## config.mk

```make
export PLATFORM = sky130hd
export DESIGN_NAME = pfd_loop_filter
export DESIGN_NICKNAME = d
export VERILOG_FILES = /design/src/rtl/pfd_loop_filter.sv
export SDC_FILE = /design/constraint.sdc
export NUM_CORES = 1
export LEC_CHECK = 0
export CAP_MARGIN = 20
export CORE_UTILIZATION = 55
export CTS_CLUSTER_SIZE = 14
export DETAILED_ROUTE_END_ITERATION = 7
export PLACE_DENSITY = 0.74
export SLEW_MARGIN = 20
export SYNTH_ARGS = -nofsm -noshare
export SYNTH_HDL_FRONTEND = slang
export SYNTH_SLANG_ARGS = --single-unit
```

## constraint.sdc

```tcl
create_clock -name ck -period 6.5 [get_ports ck]
set_input_delay 0.975 -clock ck [delete_from_list [all_inputs] [get_ports ck]]
set_output_delay 0.975 -clock ck [all_outputs]
set_load 0.02 [all_outputs]
```

## src/rtl/pfd_loop_filter.sv

```systemverilog
// pfd_loop_filter: PFD up/dn pulse measurement with a saturating PI update of a DCO control word.
// Define PFD_LF_LOCK_DET_EN to build the consecutive-update lock detector; otherwise lock is tied low.
module pfd_loop_filter #(
    parameter int CW        = 10,
    parameter int PW        = 6,
    parameter int KP_SHIFT  = 2,
    parameter int KI_SHIFT  = 3,
    parameter int CTRL_INIT = 512,
    parameter int LOCK_TOL  = 1,
    parameter int LOCK_CNT  = 8
) (
    input  logic          ck,
    input  logic          rst,
    input  logic          en,
    input  logic          up,
    input  logic          dn,
    output logic [CW-1:0] ctrl,
    output logic          ctrl_vld,
    output logic          lock,
    output logic          sat
);
    localparam int AW = CW + KI_SHIFT + 1;
    localparam int SW = AW + PW + KP_SHIFT + 2;
    localparam logic signed [PW-1:0] EMAX = {1'b0, {(PW-1){1'b1}}};
    localparam logic signed [PW-1:0] ONE  = {{(PW-1){1'b0}}, 1'b1};
    localparam logic signed [AW-1:0] AMAX = {1'b0, {(AW-1){1'b1}}};
    localparam logic signed [AW-1:0] AMIN = {1'b1, {(AW-1){1'b0}}};

    typedef enum logic [1:0] {IDLE, MEAS, UPDATE} state_t;

    state_t                state;
    logic                  up_m, up_s, dn_m, dn_s;
    logic signed [PW-1:0]  err, err_inc;
    logic signed [AW-1:0]  acc, acc_new;
    logic signed [AW:0]    acc_sum;
    logic signed [SW-1:0]  sum;
    logic                  clamp;
    logic [CW-1:0]         ctrl_new;

    always_comb begin
        err_inc  = (up_s & ~dn_s) ? ((err == EMAX) ? err : err + ONE) :
                   (dn_s & ~up_s) ? ((err == -EMAX) ? err : err - ONE) : err;
        acc_sum  = (AW+1)'(acc) + (AW+1)'(err);
        acc_new  = (acc_sum[AW] != acc_sum[AW-1]) ? (acc_sum[AW] ? AMIN : AMAX) : acc_sum[AW-1:0];
        sum      = SW'(CTRL_INIT) + (SW'(err) <<< KP_SHIFT) + SW'(acc_new >>> KI_SHIFT);
        clamp    = sum[SW-1] | (|sum[SW-2:CW]);
        ctrl_new = sum[SW-1] ? '0 : (|sum[SW-2:CW]) ? '1 : sum[CW-1:0];
    end

    // err is zero whenever the FSM sits in IDLE, so err_inc there is just the entry cycle's step
    always_ff @(posedge ck or posedge rst) begin
        if (rst) begin
            {up_m, up_s, dn_m, dn_s} <= '0;
            state    <= IDLE;
            err      <= '0;
            acc      <= '0;
            ctrl     <= CW'(CTRL_INIT);
            ctrl_vld <= 1'b0;
            sat      <= 1'b0;
        end else begin
            {up_m, up_s} <= {up, up_m};
            {dn_m, dn_s} <= {dn, dn_m};
            ctrl_vld     <= 1'b0;
            case (state)
                IDLE: begin
                    state <= (en & (up_s | dn_s)) ? MEAS : IDLE;
                    err   <= (en & (up_s | dn_s)) ? err_inc : '0;
                end
                MEAS: begin
                    state <= !en ? IDLE : !(up_s | dn_s) ? UPDATE : MEAS;
                    err   <= !en ? '0 : err_inc;
                end
                UPDATE: begin
                    acc      <= acc_new;
                    ctrl     <= ctrl_new;
                    sat      <= clamp;
                    ctrl_vld <= 1'b1;
                    err      <= '0;
                    state    <= IDLE;
                end
                default: state <= IDLE;
            endcase
        end
    end

`ifdef PFD_LF_LOCK_DET_EN
    localparam int LW = $clog2(LOCK_CNT + 1);
    localparam logic [LW-1:0]        LMAX = LW'(LOCK_CNT);
    localparam logic signed [PW-1:0] TOL  = PW'(LOCK_TOL);

    logic [LW-1:0] lcnt;
    logic          in_lock;

    assign in_lock = (err <= TOL) && (err >= -TOL);

    always_ff @(posedge ck or posedge rst) begin
        if (rst) begin
            lcnt <= '0;
            lock <= 1'b0;
        end else if (state == UPDATE) begin
            lcnt <= in_lock ? ((lcnt == LMAX) ? lcnt : lcnt + 1'b1) : '0;
            lock <= in_lock && (lcnt >= LMAX - 1'b1);
        end
    end
`else
    assign lock = 1'b0;
`endif
endmodule
```

==> impl_metrics.csv, run 1 <==
group,metric,value,unit
status,status,"finished, final reports clean",
power,leakage,1.60,nW
synthesis,syn_inst,356,
synthesis,syn_nets,401,
setup_path,worst_path_largest_cell_delay,710,ps
sta,min_period,5480,ps
clock_tree,hold_buffers,0,
synthesis,synthFlopType,"dfrtp_1",
clock_tree,cts.reportedPaths.clkPinSlew,80,ps
power,power.density,440,nW/um2
synthesis,ys_warn_count,0,
placed_design,gp_congestion,0.876,
grt,track_usage,25.2,%
sta,hold_viol,0,
clock_tree,cts.sinks,38,
route,post_drt_wl_per_cell,16.1,um
clock_tree,clockBufferDepth,2,
placed_design,hpwl,5130,um
synthesis,yosysSeqAreaShare,29.6,%
synthesis,synth-compound-area-share,26.7,%
route,ant_nets,0,
power,irDropWorstVdd,0.345,mV
setup_path,crit_type,"reg2reg",
synthesis,yosys.area_share.simple,16.8,%
job,maxCapViolCount,0,
grt,grt_use_met3,3.84,%
die,coreArea,5570,um2
cells_and_area,fin_nets,412,
setup_path,arrival,5710,ps
route,drtIter0Drc,142,
die,io_pins,18,
grt,overflow,0,
sta,whs,354,ps
sta,worst_pin_slew,902,ps
synthesis,synth_cell_types,66,
placed_design,io_buffers,16,
clock_tree,cts_made_buffers,5,
synthesis,yosys-top-cells-area,"dfrtp_1 29%, ha_1 15%, o2bb2ai_1 4.9%",
setup_path,worst_ep_required_time,6730,ps
cells_and_area,nFillCells,497,
sta,post-route-period-util,84.3,%
grt,grt.busiest_layer,"met2",
setup_path,path_max_fanout,10,
route,via_count,2688,
sta,slew-limit-headroom,38.1,%
sta,setup_viol,0,
sta,max_freq,182,MHz
route,wirelength,7070,um
die,dieWidth,78.5,um
die,start_util,57.7,%
synthesis,synth.ff_latch_count,38,
synthesis,synth_xor_area_share,3.50,%
synthesis,synth_top_area_cell,"dfrtp_1",
placed_design,pre_cts_slack,1130,ps
grt,grt_pass1_vias,2544,
die,die_area,6160,um2
synthesis,synth_edf_count,0,
sta,finalMaxSlewViolations,0,
die,rows,27,
route,drc,0,
setup_path,worstPathCellList,"ha_1 -> fa_1 -> a211o_1 -> a211oi_2 -> or3_1 -> nand2_1 -> mux2i_1 -> nor2_1 -> ha_1 -> ha_1 -> fa_1 -> a21oi_1 -> o2111a_1 -> nor3_1 -> mux2i_1 -> nor3_1 -> o2bb2ai_1",
sta,timing.setup.tns,0,ps
setup_path,endpoint_kind,"flop",
synthesis,synth_top_family_by_area,"compound AO/OA/AOI/OAI gates",
synthesis,ys_async_sr_fraction,100,%
worst_hold_path,hp-class,"reg2reg",
placed_design,dpl_cell_area,3410,um2
grt,grtUsageMet2,42.0,%
synthesis,synthMuxAreaShare,1.91,%
grt,use_met1,33.8,%
synthesis,synth_top_cell_area_share,28.8,%
setup_path,cp_common_cell,"ha_1",
route,viasPerCell,6.11,
clock_tree,cts_root_buffer,"clkbuf_8",
setup_path,worst_path_max_delay_cell,"mux2i_1",
cells_and_area,final_cell_area,3540,um2
setup_path,r2r_slack,1020,ps
die,die_y,78.5,um
sta,setup_ws,1020,ps
grt,grt_max_degree,39,
synthesis,syn-cell-area,3220,um2
route,drtPass1Iterations,5,
clock_tree,h-tree-depth,2,
grt,antenna_found_initial,0,
synthesis,synth_area_per_cell,9.04,um2
clock_tree,clk_latency,300,ps
setup_path,crit_path_start_kind,"flop",
clock_tree,cts_tree,"built",
cells_and_area,diodes,0,
sta,fin_skew,7.46,ps
clock_tree,post_cts_resized,0,
grt,grt_pass1_wl,12100,um
synthesis,synthAdderAreaFrac,17.1,%
clock_tree,cts_setup_buffers,0,
sta,rsz0062_at_grt,"no",
cells_and_area,drive_above_1_share,8.15,%
cells_and_area,area_growth,10.1,%
## flip-flops by register name, summed over array words and instances, names as in the netlist
name	cells
state	2
dn_m	1
err	6
ctrl_vld	1
ctrl	10
up_m	1
acc	14
up_s	1
sat	1
dn_s	1
## critical path, delay by kind of cell, from the launching register on
family | cells | cell delay [ps]
and+or+nand+nor | 5 | 660
muxes | 2 | 1160
DFF | 1 | 510
adders and majority gates | 5 | 1700
AOI/OAI and AO/OA | 5 | 1380
## through the flow
stage               instances  utilization (%)  total power [mW]
floorplan                 356                -              1.09
global placement          432             61.1              1.29
detailed placement        432             61.1              1.30
CTS                       440             63.6              1.56
global route              440             63.6              1.69
finish                    440             63.6              1.56
## Yosys cell counts, types with 3 or more instances
cell	instances
nor3_1	19
a21o_1	6
maj3_2	3
o2bb2ai_1	18
and3_1	3
a21oi_1	23
nor2b_1	3
clkbuf_1	3
xor2_1	6
inv_1	18
buf_2	7
a31oi_1	5
o21bai_1	3
nand2_1	13
nor3b_1	3
a211oi_2	3
ha_1	38
xnor2_1	5
o21ai_0	20
a211oi_1	9
a211o_1	4
dfrtp_1	37
nand3_1	10
nor2_1	41
## path summary, 6_finish.rpt
path                       cells after the start      end   start
hold / removal                                 0     up_s    up_m
setup / recovery                              17  ctrl[9]  err[0]
min in group asynchronous                      3   err[4]     rst
max in group asynchronous                      3  ctrl[9]     rst
setup reg to reg                              17  ctrl[9]  err[0]
hold reg to reg                                0     up_s    up_m
## power breakdown
group | total (mW) | switching, mW | internal [mW]
sequential | 0.373 | 0.0584 | 0.315
clock | 0.240 | 0.0863 | 0.154
combinational | 0.947 | 0.557 | 0.390
## routing by layer
layer | up-vias | wire length [um]
met1 | 1247 | 3450
met4 | 0 | 70
li1 | 1358 | -
met5 | - | 0
met2 | 75 | 3220
met3 | 8 | 322
## cell usage in the layout (no fill, tap or decap), drive strengths merged, types with 3 or more instances in the layout
cell | Yosys | final
nor2b | 3 | 3
nor3 | 20 | 20
xnor2 | 6 | 6
a21o | 6 | 6
a31oi | 5 | 5
o21ai | 24 | 24
o2bb2ai | 18 | 18
mux2 | 3 | 3
a211oi | 12 | 12
inv | 18 | 18
nor2 | 41 | 41
or3 | 3 | 3
or2 | 3 | 3
clkbuf | 4 | 5
maj3 | 3 | 3
dfrtp | 37 | 37
a21oi | 25 | 25
nand2 | 13 | 13
o21bai | 3 | 3
ha | 38 | 38
and3 | 3 | 3
xor2 | 6 | 6
nor3b | 3 | 3
clkdlybuf4s50 | 0 | 16
nand3 | 10 | 10
a211o | 4 | 4
## final cells by class
| type | instances | area (um2) | area share [%] |
|---|---|---|---|
| Sequential cell | 38 | 952 | 26.9 |
| Timing Repair Buffer | 17 | 168 | 4.73 |
| Multi-Input combinational cell | 287 | 2130 | 60.1 |
| Clock inverter | 3 | 68.8 | 1.94 |
| Clock buffer | 5 | 68.8 | 1.94 |
| Tap cell | 72 | 90.1 | 2.54 |
| Inverter | 18 | 67.6 | 1.91 |
## kinds of logic after synthesis
family	Yosys count
DFF	38
muxes	5
and+or+nand+nor	110
buffers and inverters	31
AOI/OAI and AO/OA	116
adders and majority gates	43
xor gates and xnor gates	12
other	1
Note: power is estimated with default switching activity, not from simulation.
==> inputs of run 2 (changes only) <==
==> constraint.sdc (replaced) <==
create_clock -name ck -period 5.47 [get_ports ck]
set_input_delay 0.8205 -clock ck [delete_from_list [all_inputs] [get_ports ck]]
set_output_delay 0.8205 -clock ck [all_outputs]
set_load 0.02 [all_outputs]
==> run 2 against run 1 <==
Compared with the run above:
- cell count rose by 0.91%
- global-route usage fell by 0.39 points
- setup slack got worse by 650 ps
- critical path type unchanged
- largest power group unchanged
- highest routed layer unchanged
==> impl_metrics.csv, run 2 (same netlist as run 1, synthesis figures left out) <==
group,metric,value,unit
cells_and_area,layout_commonest_cell,"nor2_1",
clock_tree,cts_setup_buffers,0,
clock_tree,clk_latency,300,ps
cells_and_area,largest_reg_flops,14,
placed_design,io_buffers,16,
power,irDropWorstVdd,0.502,mV
sta,post-route-period-util,93.2,%
route,via_count,2699,
cells_and_area,nFillCells,482,
cells_and_area,area_growth,9.95,%
setup_path,worst_path_max_delay_cell,"mux2i_1",
power,pwr-share-seq,24.6,%
setup_path,cp_num_buf_inv,0,
sta,min_period,5100,ps
job,maxCapViolCount,0,
setup_path,worst_ep_required_time,5680,ps
grt,antenna_found_initial,0,
setup_path,path_delay_family,"adder cells",
setup_path,worst_path_largest_cell_delay,640,ps
power,clkPwrFrac,11.2,%
die,start_util,57.7,%
placed_design,gp_congestion,0.804,
grt,grt_pass1_vias,2505,
sta,slew-limit-headroom,44.9,%
cells_and_area,mostFrequentLayoutCells,"41 x nor2_1, 38 x ha_1, 37 x dfrtp_1, 23 x a21oi_1, 20 x o21ai_0",
power,netSwitchingFraction,46.2,%
power,leakage,1.61,nW
clock_tree,cts.reportedPaths.clkPinSlew,70,ps
route,wirelength,7010,um
setup_path,cp-startpoint,"err[5]",
worst_hold_path,hp-class,"reg2reg",
clock_tree,h-tree-depth,2,
clock_tree,cts.sinks,38,
power,power.density,505,nW/um2
setup_path,crit_path_start_kind,"flop",
sta,hold_viol,0,
power,internal-power,0.961,mW
clock_tree,cts_tree,"built",
clock_tree,clockBufferDepth,2,
setup_path,crit_type,"reg2reg",
cells_and_area,reg_top3,"acc (14), ctrl (10), err (6)",
sta,setup_viol,0,
cells_and_area,diodes,0,
sta,max_freq,196,MHz
setup_path,worstPathCellList,"ha_1 -> nand4_1 -> or2_1 -> or3_1 -> a21oi_4 -> a2bb2oi_1 -> nor2_1 -> ha_1 -> ha_1 -> fa_1 -> a21oi_1 -> o2111a_1 -> nor3_1 -> mux2i_1 -> nor3_1 -> o2bb2ai_1",
die,rows,27,
setup_path,cp_common_cell,"ha_1",
sta,finalMaxSlewViolations,0,
power,p_sw,0.826,mW
route,ant_nets,0,
die,die_y,78.5,um
die,io_pins,18,
sta,timing.setup.tns,0,ps
cells_and_area,drive_above_1_share,8.87,%
die,dieWidth,78.5,um
setup_path,endpoint_kind,"flop",
status,status,"finished, final reports clean",
setup_path,arrival,5310,ps
setup_path,path_max_fanout,18,
sta,fin_skew,7.16,ps
sta,rsz0062_at_grt,"no",
route,drtPass1Iterations,4,
clock_tree,cts_root_buffer,"clkbuf_8",
grt,track_usage,24.8,%
worst_hold_path,hold_start,"up_m",
setup_path,r2r-start,"err[5]",
clock_tree,cts_made_buffers,5,
cells_and_area,top_register,"acc",
placed_design,hpwl,5170,um
grt,grt_max_degree,39,
sta,worst_pin_slew,803,ps
power,combPwrFrac,64.2,%
route,drc,0,
cells_and_area,fin_nets,416,
grt,grt_pass1_wl,12100,um
die,die_area,6160,um2
route,drtIter0Drc,131,
grt,overflow,0,
route,viasPerCell,6.08,
power,p_total,1.79,mW
route,post_drt_wl_per_cell,15.8,um
die,coreArea,5570,um2
[run 2: changes by cell type in the layout (fill, tap and decap cells not counted)]
cell / change
bufinv_16: -2
xnor2_4: +1
clkinv_2: +1
buf_4: +4
xnor2_2: -1
clkinv_4: -1
clkbuf_1: +1
clkbuf_8: +1
[run 2: final cells by class]
cell class	instances	area, um2	area share [%]
multi-input cells	287	2140	60.5
flip-flops and latches	38	952	26.9
repair buffers	21	198	5.59
well taps	72	90.1	2.55
clock buffers	7	86.3	2.44
inverters	18	67.6	1.91
clock inverters	1	5.00	0.141
[run 2: final timing paths]
check	cells past startpoint	endpoint	slack (ps)
worst max-delay path	16	ctrl[2]	370
worst min-delay path	0	up_s	350
worst max register to register	16	ctrl[2]	370
worst min register to register	0	up_s	350
max in group asynchronous	3	ctrl[9]	4180
min in group asynchronous	3	dn_m	940
[run 2: per-stage QoR]
stage          std cells  worst slack, ps  area (um2)  hold WS (ps)  util, %
2_1_floorplan        356              845        3220           331        -
5_1_grt              444             33.9        3540           356     63.5
4_1_cts              444              370        3530           353     63.3
3_5_place_dp         436              381        3440           336     61.6
3_3_place_gp         436              487        3440           332     61.6
6_report             444              372        3540           350     63.5
[run 2: metal layers]
| layer | track usage, % | part of all wire (%) |
|---|---|---|
| met5 | 0 | 0 |
| met4 | 8.15 | 1.4 |
| met3 | 3.95 | 3.7 |
| met2 | 39.7 | 46 |
| met1 | 34.1 | 49 |
[run 2: power by group through the flow]
stage          Sequential [mW]  Combinational, mW  Clock, mW
6_report                 0.440               1.15      0.200
5_1_grt                  0.453               1.27      0.216
4_1_cts                  0.441               1.13      0.204
3_5_place_dp             0.443               1.13          0
3_3_place_gp             0.445               1.12          0
2_1_floorplan            0.473              0.822          0
[run 2: repair_timing]
action                                 in CTS  in global routing
hold buffers                                0                  0
resized for setup                           0                  1
setup endpoints to repair                   0                  1
endpoints found under the hold margin       0                  0
